--- src/rtl/bit_serial_subtractor_if.sv ---
// Handshake and operand/result bundle for bit_serial_subtractor.
//   start  : request, sampled only while the subtractor is idle
//   A, B   : minuend / subtrahend, index 0 = MSB, index WIDTH-1 = LSB
//   Bin    : borrow-in
//   busy   : high while the operation is running
//   done   : one-cycle pulse, D/Bout/V valid
//   D      : difference (same bit order as A)
//   Bout   : final borrow, V : signed overflow
// master = requester side, slave = subtractor side.
interface bit_serial_subtractor_if #(
  parameter int WIDTH = 8
);
  logic             start;
  logic [0:WIDTH-1] A;
  logic [0:WIDTH-1] B;
  logic             Bin;
  logic             busy;
  logic             done;
  logic [0:WIDTH-1] D;
  logic             Bout;
  logic             V;

  modport master (output start, A, B, Bin, input busy, done, D, Bout, V);
  modport slave  (input start, A, B, Bin, output busy, done, D, Bout, V);
endinterface

--- src/rtl/bit_serial_subtractor.sv ---
// Bit-serial subtractor: D = A - B - Bin, one bit per clock, LSB first,
// using a single full-subtractor cell and a registered borrow.
// Ports:
//   clk   : rising-edge clock
//   rst_n : asynchronous reset, active low
//   bus   : bit_serial_subtractor_if.slave (start/busy/done, A/B/Bin, D/Bout/V)
//
// state | meaning
// IDLE  | waiting for start; operands captured on the accepting edge
// RUN   | one bit per edge, WIDTH edges total
// DONE  | one cycle, done=1, results valid
module bit_serial_subtractor #(
  parameter int WIDTH = 8,
  parameter int CNT_W = 4
) (
  input  logic                    clk,
  input  logic                    rst_n,
  bit_serial_subtractor_if.slave  bus
);

  typedef enum logic [1:0] {IDLE, RUN, DONE} state_t;

  state_t           state, state_nxt;
  logic [0:WIDTH-1] sa, sb, res, d_q;
  logic             br, bout_q, v_q;
  logic             a_msb, b_msb;
  logic [CNT_W-1:0] cnt;
  logic             a_bit, b_bit, d_bit, br_nxt, last_bit;

  // LSB lives at the high index
  assign a_bit    = sa[WIDTH-1];
  assign b_bit    = sb[WIDTH-1];
  assign d_bit    = a_bit ^ b_bit ^ br;
  assign br_nxt   = (~a_bit & b_bit) | (~(a_bit ^ b_bit) & br);
  assign last_bit = (cnt == CNT_W'(WIDTH - 1));

  always_ff @(posedge clk or negedge rst_n) begin
    if (!rst_n) state <= IDLE;
    else        state <= state_nxt;
  end

  always_comb begin
    state_nxt = state;
    case (state)
      IDLE:    if (bus.start) state_nxt = RUN;
      RUN:     if (last_bit)  state_nxt = DONE;
      DONE:    state_nxt = IDLE;
      default: state_nxt = IDLE;
    endcase
  end

  always_ff @(posedge clk or negedge rst_n) begin
    if (!rst_n) begin
      sa     <= '0;
      sb     <= '0;
      res    <= '0;
      d_q    <= '0;
      br     <= 1'b0;
      bout_q <= 1'b0;
      v_q    <= 1'b0;
      a_msb  <= 1'b0;
      b_msb  <= 1'b0;
      cnt    <= '0;
    end else begin
      case (state)
        IDLE: begin
          if (bus.start) begin
            sa    <= bus.A;
            sb    <= bus.B;
            br    <= bus.Bin;
            a_msb <= bus.A[0];
            b_msb <= bus.B[0];
            cnt   <= '0;
          end
        end
        RUN: begin
          // shift toward the LSB; result enters at the MSB end so each bit
          // lands at its original index after WIDTH shifts
          sa  <= {1'b0, sa[0:WIDTH-2]};
          sb  <= {1'b0, sb[0:WIDTH-2]};
          res <= {d_bit, res[0:WIDTH-2]};
          br  <= br_nxt;
          cnt <= cnt + 1'b1;
          if (last_bit) begin
            // d_bit here is the result MSB
            d_q    <= {d_bit, res[0:WIDTH-2]};
            bout_q <= br_nxt;
            v_q    <= (a_msb != b_msb) && (d_bit != a_msb);
          end
        end
        default: ;
      endcase
    end
  end

  assign bus.busy = (state == RUN);
  assign bus.done = (state == DONE);
  assign bus.D    = d_q;
  assign bus.Bout = bout_q;
  assign bus.V    = v_q;

endmodule
--- src/flat_wrapper.sv ---
// flat-port wrapper written by rule: the top's interface ports become plain ports
module bit_serial_subtractor_flat 
#(
  parameter int WIDTH = 8,
  parameter int CNT_W = 4
)
  (clk, rst_n, bus_start, bus_A, bus_B, bus_Bin, bus_busy, bus_done, bus_D, bus_Bout, bus_V);
  bit_serial_subtractor_if #(.WIDTH(WIDTH)) bus_i ();
  input  logic clk;
  input  logic rst_n;
  input wire logic [$bits(bus_i.start)-1:0] bus_start;
  input wire logic [$bits(bus_i.A)-1:0] bus_A;
  input wire logic [$bits(bus_i.B)-1:0] bus_B;
  input wire logic [$bits(bus_i.Bin)-1:0] bus_Bin;
  output wire logic [$bits(bus_i.busy)-1:0] bus_busy;
  output wire logic [$bits(bus_i.done)-1:0] bus_done;
  output wire logic [$bits(bus_i.D)-1:0] bus_D;
  output wire logic [$bits(bus_i.Bout)-1:0] bus_Bout;
  output wire logic [$bits(bus_i.V)-1:0] bus_V;
  assign bus_i.start = bus_start;
  assign bus_i.A = bus_A;
  assign bus_i.B = bus_B;
  assign bus_i.Bin = bus_Bin;
  assign bus_busy = bus_i.busy;
  assign bus_done = bus_i.done;
  assign bus_D = bus_i.D;
  assign bus_Bout = bus_i.Bout;
  assign bus_V = bus_i.V;
  bit_serial_subtractor #(.WIDTH(WIDTH), .CNT_W(CNT_W)) u_core (.clk(clk), .rst_n(rst_n), .bus(bus_i));
endmodule
--- config.mk ---
export PLATFORM = sky130hd
export DESIGN_NAME = bit_serial_subtractor_flat
export DESIGN_NICKNAME = d
export VERILOG_FILES = /design/src/rtl/bit_serial_subtractor_if.sv /design/src/rtl/bit_serial_subtractor.sv /design/src/flat_wrapper.sv
export SDC_FILE = /design/constraint.sdc
export NUM_CORES = 1
export LEC_CHECK = 0
export CAP_MARGIN = 20
export CORE_MARGIN = 2
export CORE_UTILIZATION = 52
export DETAILED_ROUTE_END_ITERATION = 7
export PLACE_DENSITY = 0.79
export SLEW_MARGIN = 20
export SYNTH_ARGS = -nofsm -noshare
export SYNTH_HDL_FRONTEND = slang
export SYNTH_SLANG_ARGS = --single-unit
--- constraint.sdc ---
create_clock -name clk -period 1.8 [get_ports clk]
set_input_delay 0.27 -clock clk [delete_from_list [all_inputs] [get_ports clk]]
set_output_delay 0.27 -clock clk [all_outputs]
set_load 0.02 [all_outputs]
Yosys cells after proc, flatten, opt, wreduce, memory -nomap -nowiden
Index checks and enable logic that the tools add are counted.
{"block": "classes", "add_sub_neg": 1, "n_eq_ne": 7, "n_mux": 11, "bitwise_logic": 7, "n_reduce_logical": 7}
{"cell": "case mux 8 bit (2 select lines)", "count": 2}
{"cell": "2-to-1 mux 8 bit", "count": 2}
{"cell": "case mux 4 bit (2 select lines)", "count": 1}
{"cell": "AND reduction 2 bit", "count": 4}
{"cell": "adder 4 x 1 -> 4 bit, second input constant", "count": 1}
{"cell": "equality test 4 x 3 -> 1 bit, second input constant", "count": 1}
{"cell": "2-to-1 mux 2 bit", "count": 2}
{"cell": "2-to-1 mux 4 bit", "count": 1}
{"cell": "case mux 2 bit (2 select lines)", "count": 1}
{"cell": "bitwise AND 1 bit", "count": 2}
{"cell": "equality test 2 x 1 -> 1 bit, second input constant", "count": 1}
{"cell": "equality test 2 bit, second input constant", "count": 1}
{"cell": "logical NOT 2 bit", "count": 1}
{"cell": "!= test 1 bit", "count": 2}
{"cell": "!= test 2 x 1 -> 1 bit, second input constant", "count": 1}
{"cell": "!= test 2 bit, second input constant", "count": 1}
{"cell": "NOT 1 bit", "count": 2}
{"cell": "case mux 1 bit (2 select lines)", "count": 1}
{"cell": "nonzero test 2 bit", "count": 1}
{"cell": "bitwise XOR 1 bit", "count": 2}
{"cell": "logical AND 1 bit", "count": 1}
{"cell": "2-to-1 mux 1 bit", "count": 1}
{"cell": "OR 1 bit", "count": 1}
{"block": "totals", "reg_bits": 43, "input_bits": 20, "word_cells": 44}

Logic depth before layout (Yosys ltp)
Gate-level depths: netlist of the first run.
{"block": "logic_depth", "ltp_word": 5, "ltp_mapped": 5, "ltp_nobuf": 5}

Least setup slack after synthesis of the first run
OpenSTA, ideal clock, no wires.
{"block": "synth_timing", "kind": "reg2reg", "start": "register u_core.sb[7] (netlist bit)", "end": "register u_core.v_q, in the netlist u_core.bus.V", "setup_time_ps": 127, "arrival_time_ps": 1384, "slack_ps": 288, "path_stages_with_launch": 6, "n_path_buf": 0, "synth_period_minus_slack_ps": 1512, "path_cell_list": "dfrtp_1 inv_1 fa_1 nand2b_1 o21ai_0 mux2_1"}
{"block": "synth_via", "elab_chain_len": 4}
{"item": "start: declaration", "line_no": "bit_serial_subtractor.sv:24", "rtl": "logic [0:WIDTH-1] sa, sb, res, d_q;"}
{"item": "start signal: assignment", "line_no": "bit_serial_subtractor.sv:69", "rtl": "sb <= bus.B;"}
{"item": "start signal: assignment", "line_no": "bit_serial_subtractor.sv:80", "rtl": "sb <= {1'b0, sb[0:WIDTH-2]};"}
{"item": "bitwise XOR 1 bit (2 in a row)", "line_no": "bit_serial_subtractor.sv:33", "rtl": "assign d_bit = a_bit ^ b_bit ^ br;"}
{"item": "named net u_core.d_bit", "line_no": "bit_serial_subtractor.sv:28", "rtl": "logic a_bit, b_bit, d_bit, br_nxt, last_bit;"}
{"item": "!= test 1 bit", "line_no": "bit_serial_subtractor.sv:88", "rtl": "v_q <= (a_msb != b_msb) && (d_bit != a_msb);"}
{"item": "logical AND 1 bit", "line_no": "bit_serial_subtractor.sv:88"}
{"item": "end signal: assignment", "line_no": "bit_serial_subtractor.sv:88"}
{"item": "end: declaration", "line_no": "bit_serial_subtractor.sv:25", "rtl": "logic br, bout_q, v_q;"}
The timed path passes the listed nets, and every way through them passes these cells.
A chain may end at the register's enable or synchronous reset.

Worst setup path in the final report of the first run
{"block": "layout_timing", "start": "register u_core.state[1]", "end": "output bus_busy"}
{"block": "layout_via", "elab_chain_len": 1}
{"item": "start: declaration", "line_no": "bit_serial_subtractor.sv:23", "rtl": "state_t state, state_nxt;"}
{"item": "start signal: assignment", "line_no": "bit_serial_subtractor.sv:39", "rtl": "else state <= state_nxt;"}
{"item": "equality test 2 x 1 -> 1 bit", "line_no": "bit_serial_subtractor.sv:96", "rtl": "assign bus.busy = (state == RUN);"}
{"item": "end: declaration", "line_no": "flat_wrapper.sv:15", "rtl": "output wire logic [$bits(bus_i.busy)-1:0] bus_busy;"}
No other way between the ends.

==> results of run 1 <==
==> worst max-delay path, stage by stage (launching register included) <==
cell	delay, ns
dfrtp_1	0.41
nand2b_1	0.22
inv_1	0.13
dlygate4sd2_1	0.34
==> cell type report <==
class                           instances  share of cell area
Inverter                                4             0.00641
Multi-Input combinational cell        123               0.331
Timing Repair Buffer                   41               0.164
Clock inverter                          1             0.00214
Sequential cell                        42               0.448
Tap cell                               46              0.0246
Clock buffer                            7              0.0235
==> per-stage QoR <==
stage	util	total power (W)	setup WS, ns	area, um^2	hold WS (ns)
global route	0.686	0.00408	0.0116	2340	0.521
global placement	0.665	0.00327	0.215	2270	0.357
floorplan	-	0.00273	0.288	1900	-0.0256
CTS	0.685	0.00384	0.0849	2340	0.501
finish	0.686	0.00381	0.0954	2340	0.501
detailed placement	0.665	0.00337	0.143	2270	0.370
==> metal layers <==
metal,part of all wire,up-vias
met5,0,-
met2,0.49,46
met4,0.012,0
li1,-,698
met1,0.45,733
met3,0.050,6
==> cells by family after synthesis <==
group,after synthesis
AO/OA/AOI/OAI,54
AND/OR/NAND/NOR,54
flip-flops,42
buffers and inverters,15
multiplexers,13
adder cells (fa/ha/maj),2
==> repair_timing <==
item                                   4_1_cts  5_1_grt
endpoints found under the hold margin       42        0
gates resized for setup                      2        1
setup endpoints to repair                    2        1
hold buffers                                 1        0
==> synthesized netlist by cell type (2+ instances only) <==
cell,instances
dfrtp_1,42
nand2_1,28
a21oi_1,16
nor2b_1,15
a22oi_1,12
o21ai_1,12
mux2_1,11
o21ai_0,7
buf_2,5
inv_1,4
a2bb2oi_1,3
clkbuf_1,3
nand2b_1,3
a22o_1,2
and3b_1,2
mux2i_1,2
nand3_1,2
==> sequential cells by signal, indices dropped and copies added, names as in the netlist <==
register	cells
u_core.state	2
u_core.res	7
u_core.bus.D	8
u_core.cnt	4
u_core.b_msb	1
u_core.bus.Bout	1
u_core.br	1
u_core.sb	8
u_core.a_msb	1
u_core.sa	8
u_core.bus.V	1
==> power breakdown <==
group / internal (W) / switching, W
clock network: 0.000190 / 0.000282
logic: 0.000793 / 0.000912
registers: 0.00135 / 0.000288
total: 0.00233 / 0.00148
==> worst max-delay path by stage <==
stage                                           start                       end
after detailed placement     u_core.sb[7]$_DFFE_PN0P_  u_core.bus.V$_DFFE_PN0P_
after CTS                 u_core.state[1]$_DFFE_PN0P_                  bus_done
after floorplan              u_core.sb[7]$_DFFE_PN0P_  u_core.bus.V$_DFFE_PN0P_
after global routing      u_core.state[1]$_DFFE_PN0P_                  bus_busy
final                     u_core.state[1]$_DFFE_PN0P_                  bus_busy
after global placement    u_core.state[1]$_DFFE_PN0P_                  bus_done
==> flow_summary.toml, run 1 <==
[synth]
synth_top_family_by_area = "compound AO/OA/AOI/OAI gates"
synth_warnings = 0
synth_compound_area_frac = 0.171
muxShareOfSynthArea = 0.0757
synth.avg_cell_area_um2 = 10.6
synthTopCellsByArea = "dfrtp_1, mux2_1, nand2_1"
synth_fa_ha_area_frac = 0.0171
synth_simple_gate_area_frac = 0.144
synth_cell_types = 28
synth_edf_count = 0
yosys.area.top_type = "dfrtp_1"
syn_nets = 202
synthArstFlopShare = 1.00
synth_seq_cells = 42
syn_inst = 180
synth_area_um2 = 1900
synthXorXnorAreaFrac = 0
ys_seq_area_frac = 0.553
synth_top_cell_area_share = 0.553
synth_ff_type = "dfrtp_1"

[placed_design]
place_hpwl_mm = 2.66
place_inst = 255
place_congestion = 0.732
io_buffers = 31

[timing]
setup_viol = 0
max-slew-margin-rel = 0.653
tightestPinTransition_ns = 0.520
max_freq_ghz = 0.587
finalHoldViolCount = 0
slew_violations = 0
rsz0062_at_grt = "no"
period_share = 0.947
period_needed_ns = 1.70
final.setup.tns_ns = 0
skew_ns = 0.00461

[clocking]
clk_pin_slew_worst_paths_ns = 0.11
cts_tree = "yes"
postCtsSetupBuffers = 0
cts.htree.levels = 2
cts_buffers = 5
clkLatencyLatePin_ns = 0.34
clock_path_buffers = 2
clockRootBuffer = "clkbuf_4"
cts.sinks = 42

[pwr]
power.static_leakage_nw = 1.05
powerDensity_nw_per_um2 = 1630
irDropWorstVdd_uv = 913

[hold_path]
hold_depth = 2
hold_path_startpoint = "u_core.res[6]$_DFFE_PN0P_"
hold_class = "flip-flop to flip-flop"
holdPathEnd = "u_core.res[6]$_DFFE_PN0P_"

[layout]
final_cell_mix = "dfrtp_1, nand2_1, clkdlybuf4s50_1"
drive_gt1_frac = 0.0826
regArea_um2 = 1050
num-nets-final = 239
mostFrequentLayoutCell = "dfrtp_1"
multi_input_area_um2 = 776
n_antenna_cell = 0
final_cells = 264
fillers = 274
area_growth_pct = 23.3

[critical_path]
r2r-start = "u_core.sb[7]$_DFFE_PN0P_"
r2r_end = "u_core.bus.V$_DFFE_PN0P_"
worst-setup-path-type = "flip-flop to primary output"
worstPathArrival_ns = 1.43
r2r_cells = 5
required_ns = 1.53
crit_fanout = 5
cp-start-kind = "flip-flop"
regToRegSetupSlack_ns = 0.14
cp-end-kind = "primary output"

[global_routing]
grt_busiest_layer = "met2"
grt_max_degree = 43
use_met1 = 0.265
grt_pass1_vias = 1384
grt_overflow = 0
grt_util_met2 = 0.324
gr-usage-met3 = 0.0521
antenna_found_initial = 0
grt.total_usage = 0.199
grt_pass1_wl_mm = 6.35

[die]
rows = 21
start_util = 0.556
die_w_um = 64.5
pin_count = 32
fp.coreArea_um2 = 3420
die_h_um = 64.5
die-area_um2 = 4150

[detailed_routing]
avgViaCountPerCell = 5.62
drt_iter0_markers = 101
antenna_left = 0
first_pass_iters = 4
detail_route.wl_per_cell_um = 14.6
wl_mm = 3.85
vias = 1483
drc = 0

[job]
cap_violations = 0

[run_status]
run_status = "complete, no violations"
Power figures use the tool's default switching activity.
==> run 2, diff against run 1 <==
--- a/config.mk
+++ b/config.mk
@@ -5,11 +5,10 @@
 export SDC_FILE = /design/constraint.sdc
 export NUM_CORES = 1
 export LEC_CHECK = 0
-export CAP_MARGIN = 20
 export CORE_MARGIN = 2
 export CORE_UTILIZATION = 52
 export DETAILED_ROUTE_END_ITERATION = 7
-export PLACE_DENSITY = 0.79
+export PLACE_DENSITY = 0.78
 export SLEW_MARGIN = 20
 export SYNTH_ARGS = -nofsm -noshare
 export SYNTH_HDL_FRONTEND = slang
==> flow_summary.toml, run 2 (same netlist as run 1, synthesis figures left out) <==
[die]
die-area_um2 = 4150
die_w_um = 64.5
start_util = 0.556
die_h_um = 64.5
rows = 21
fp.coreArea_um2 = 3420
pin_count = 32

[layout]
fillers = 292
drive_gt1_frac = 0.0737
n_antenna_cell = 0
area_growth_pct = 22.3
num-nets-final = 239
final_cell_mix = "dfrtp_1, nand2_1, clkdlybuf4s50_1"
mostFrequentLayoutCell = "dfrtp_1"

[clocking]
clkLatencyLatePin_ns = 0.34
clk_pin_slew_worst_paths_ns = 0.11
cts.sinks = 42
clock_path_buffers = 2
postCtsSetupBuffers = 0
clockRootBuffer = "clkbuf_4"
cts.htree.levels = 2
cts_buffers = 5
cts_tree = "yes"

[detailed_routing]
antenna_left = 0
vias = 1423
detail_route.wl_per_cell_um = 14.7
first_pass_iters = 4
drc = 0
drt_iter0_markers = 134
wl_mm = 3.87
avgViaCountPerCell = 5.41

[critical_path]
cp-start-kind = "flip-flop"
worst-setup-path-type = "flip-flop to primary output"
required_ns = 1.53
cp-end-kind = "primary output"
crit_fanout = 21
worstPathArrival_ns = 1.41

[pwr]
power.static_leakage_nw = 1.04
powerDensity_nw_per_um2 = 1620
irDropWorstVdd_uv = 775

[global_routing]
grt_pass1_wl_mm = 6.53
grt_max_degree = 43
grt.total_usage = 0.208
antenna_found_initial = 0
grt_overflow = 0
grt_pass1_vias = 1358

[placed_design]
pre_cts_slack_ns = 0.162
io_buffers = 31
place_congestion = 0.724
place_hpwl_mm = 2.70

[timing]
max-slew-margin-rel = 0.653
period_needed_ns = 1.68
fin_ws_ns = 0.124
period_share = 0.931
skew_ns = 0.00673
final.setup.tns_ns = 0
tightestPinTransition_ns = 0.519
rsz0062_at_grt = "no"
setup_viol = 0
slew_violations = 0
finalHoldViolCount = 0
max_freq_ghz = 0.597

[hold_path]
hold_class = "flip-flop to flip-flop"

[job]
cap_violations = 0

[run_status]
run_status = "complete, no violations"
## run 2: changes by cell type in the layout (fill, tap and decap cells not counted), sizes merged
| cell | delta |
|---|---|
| clkinv | -1 |
## run 2: power breakdown
| part | internal [W] | total, W | switching, W |
|---|---|---|---|
| registers | 0.00135 | 0.00163 | 0.000279 |
| logic | 0.000790 | 0.00170 | 0.000910 |
| clock network | 0.000148 | 0.000434 | 0.000286 |
| total | 0.00229 | 0.00376 | 0.00148 |
## run 2: timing repair
| item | in CTS | in global routing |
|---|---|---|
| hold buffers | 1 | 0 |
| endpoints found under the hold margin | 42 | 0 |
| gates resized for setup | 2 | 0 |
| setup endpoints to repair | 2 | 0 |
## run 2: worst paths after layout
kind | endpoint | from | slack (ns) | depth (start not counted)
worst max-delay path | bus_done | u_core.state[1]$_DFFE_PN0P_ | 0.12 | 3
worst min-delay path | u_core.bus.D[6]$_DFFE_PN0P_ | u_core.bus.D[6]$_DFFE_PN0P_ | 0.50 | 1
worst max register to register | u_core.bus.V$_DFFE_PN0P_ | u_core.sb[7]$_DFFE_PN0P_ | 0.13 | 5
worst min register to register | u_core.bus.D[6]$_DFFE_PN0P_ | u_core.bus.D[6]$_DFFE_PN0P_ | 0.50 | 1
max in group asynchronous | u_core.bus.D[2]$_DFFE_PN0P_ | rst_n | 0.94 | 3
min in group asynchronous | u_core.bus.D[4]$_DFFE_PN0P_ | rst_n | 0.51 | 3
## run 2: stage by stage
step	hold slack, ns	total power [W]	cells	cell area (um^2)	util
after global routing	0.516	0.00407	263	2320	0.681
after detailed placement	0.363	0.00337	255	2270	0.665
final	0.496	0.00376	263	2320	0.681
after global placement	0.356	0.00327	255	2270	0.665
after floorplan	-0.0256	0.00273	180	1900	-
after CTS	0.500	0.00379	263	2320	0.681
## run 2: layer usage
layer  wire length, um  track usage  up-vias
met5                 0            0        -
met4                33       0.0718        0
met3               108       0.0521        5
met2              1910        0.324       23
met1              1820        0.287      696
li1                  -            -      699
## run 2: cell type report
class	count	area, um^2	share of cell area
Clock buffer	7	45.0	0.0194
Inverter	4	15.0	0.00646
Timing Repair Buffer	41	380	0.164
Multi-Input combinational cell	123	776	0.334
Tap cell	46	57.6	0.0248
Sequential cell	42	1050	0.452
## run 2: worst max-delay path: stages, from the launching register on
cell and delay [ns]:
dfrtp_1 0.35, buf_4 0.23, nor2b_1 0.15, dlygate4sd2_1 0.33
==> run 3, diff against run 2 <==
--- a/config.mk
+++ b/config.mk
@@ -5,7 +5,6 @@
 export SDC_FILE = /design/constraint.sdc
 export NUM_CORES = 1
 export LEC_CHECK = 0
-export CORE_MARGIN = 2
 export CORE_UTILIZATION = 52
 export DETAILED_ROUTE_END_ITERATION = 7
 export PLACE_DENSITY = 0.78
==> flow_summary.toml, run 3 (same netlist as run 1, synthesis figures left out) <==
[run_status]
run_status = "complete, no violations"

[critical_path]
crit_fanout = 21
worstPathArrival_ns = 1.41
path_cells = "buf_4 -> nor2b_1 -> dlygate4sd2_1"
cp-start-kind = "flip-flop"
cp-end-kind = "primary output"
slowest_stage = "dfrtp_1"
worst-setup-path-type = "flip-flop to primary output"
required_ns = 1.53
cpPeakStageDelay_ns = 0.35

[timing]
setup_viol = 0
finalHoldViolCount = 0
slew_violations = 0
skew_ns = 0.00794
max_freq_ghz = 0.595
tightestPinTransition_ns = 0.544
fin_ws_ns = 0.120
max-slew-margin-rel = 0.637
final.setup.tns_ns = 0
period_needed_ns = 1.68
rsz0062_at_grt = "no"
period_share = 0.934

[layout]
drive_gt1_frac = 0.0913
multi_input_area_um2 = 776
num-nets-final = 242
regArea_um2 = 1050
n_antenna_cell = 0
fillers = 285
area_growth_pct = 23.8
fin_area_um2 = 2350
mostFrequentLayoutCell = "dfrtp_1"
final_cell_mix = "dfrtp_1, nand2_1, clkdlybuf4s50_1"

[hold_path]
hold_class = "flip-flop to flip-flop"

[clocking]
cts.htree.levels = 2
postCtsSetupBuffers = 0
clk_pin_slew_worst_paths_ns = 0.10
cts.sinks = 42
clockRootBuffer = "clkbuf_4"
clock_path_buffers = 2
cts_buffers = 5
clkLatencyLatePin_ns = 0.34
cts_tree = "yes"

[job]
cap_violations = 0

[global_routing]
gr-usage-met3 = 0.0602
grt_pass1_wl_mm = 6.52
grt_overflow = 0
grt_max_degree = 43
grt_busiest_layer = "met2"
grt_util_met2 = 0.351
grt.total_usage = 0.218
grt_pass1_vias = 1409
antenna_found_initial = 0
use_met1 = 0.287

[placed_design]
place_congestion = 0.716
io_buffers = 31
pre_cts_slack_ns = 0.188
place_hpwl_mm = 2.72
dpl_cell_area_um2 = 2290

[detailed_routing]
vias = 1420
detail_route.wl_per_cell_um = 14.4
antenna_left = 0
first_pass_iters = 4
avgViaCountPerCell = 5.36
drc = 0
drt_iter0_markers = 78
wl_mm = 3.82

[die]
fp.coreArea_um2 = 3420
start_util = 0.556
rows = 21
pin_count = 32
die_w_um = 62.5
die-area_um2 = 3900
die_h_um = 62.5

[pwr]
irDropWorstVdd_uv = 1090
power.static_leakage_nw = 1.06
powerDensity_nw_per_um2 = 1620
==> run 3: changes by cell type in the layout (fill, tap and decap cells not counted) <==
| cell | delta |
|---|---|
| buf_4 | +3 |
| clkbuf_1 | -2 |
| clkbuf_8 | +1 |
==> run 3: per-stage QoR <==
step,power (W),hold slack [ns],utilization,cells
after global placement,0.00331,0.357,0.672,258
after floorplan,0.00273,-0.0256,-,180
after detailed placement,0.00341,0.371,0.672,258
final,0.00381,0.491,0.689,265
after CTS,0.00385,0.499,0.689,265
after global routing,0.00413,0.514,0.689,265
==> run 3: layout make-up <==
| cell class | count | area share |
|---|---|---|
| tap | 46 | 0.0245 |
| sequential | 42 | 0.447 |
| clock buffer | 6 | 0.0218 |
| inverter | 4 | 0.00638 |
| timing repair buffer | 44 | 0.171 |
| multi-input combinational | 123 | 0.330 |
==> run 3: path summary, 6_finish.rpt <==
kind,from,to,slack [ns],depth (start not counted)
max reg2reg,u_core.state[1]$_DFFE_PN0P_,u_core.bus.D[1]$_DFFE_PN0P_,0.19,5
min in group asynchronous,rst_n,u_core.b_msb$_DFFE_PN0P_,0.52,3
min,u_core.res[6]$_DFFE_PN0P_,u_core.res[6]$_DFFE_PN0P_,0.49,2
min reg2reg,u_core.res[6]$_DFFE_PN0P_,u_core.res[6]$_DFFE_PN0P_,0.49,2
max,u_core.state[1]$_DFFE_PN0P_,bus_done,0.12,3
max in group asynchronous,rst_n,u_core.sb[0]$_DFFE_PN0P_,0.92,3
==> run 3: per-layer routing <==
layer,vias to the layer above,wire length [um]
met5,-,0
met2,24,1850
met3,6,143
met1,686,1790
met4,0,48
li1,704,-
==> run 3: critical path, delay by kind of cell, from the launching register on <==
family                 cells  cell delay [ns]
buffers and inverters      2             0.57
flip-flops                 1             0.35
AND/OR/NAND/NOR            1             0.15
==> run 3: timing repair <==
item / CTS / global route
hold buffers: 1 / 0
hold endpoints to repair: 31 / 0
resized for setup: 2 / 0
endpoints found under the setup margin: 2 / 0
==> run 3: where the power goes <==
group | total (W) | switching (W) | leakage [nW] | internal, W
Combinational | 0.00174 | 0.000910 | 0.498 | 0.000826
Clock | 0.000450 | 0.000274 | 0.0302 | 0.000176
Sequential | 0.00163 | 0.000277 | 0.536 | 0.00135
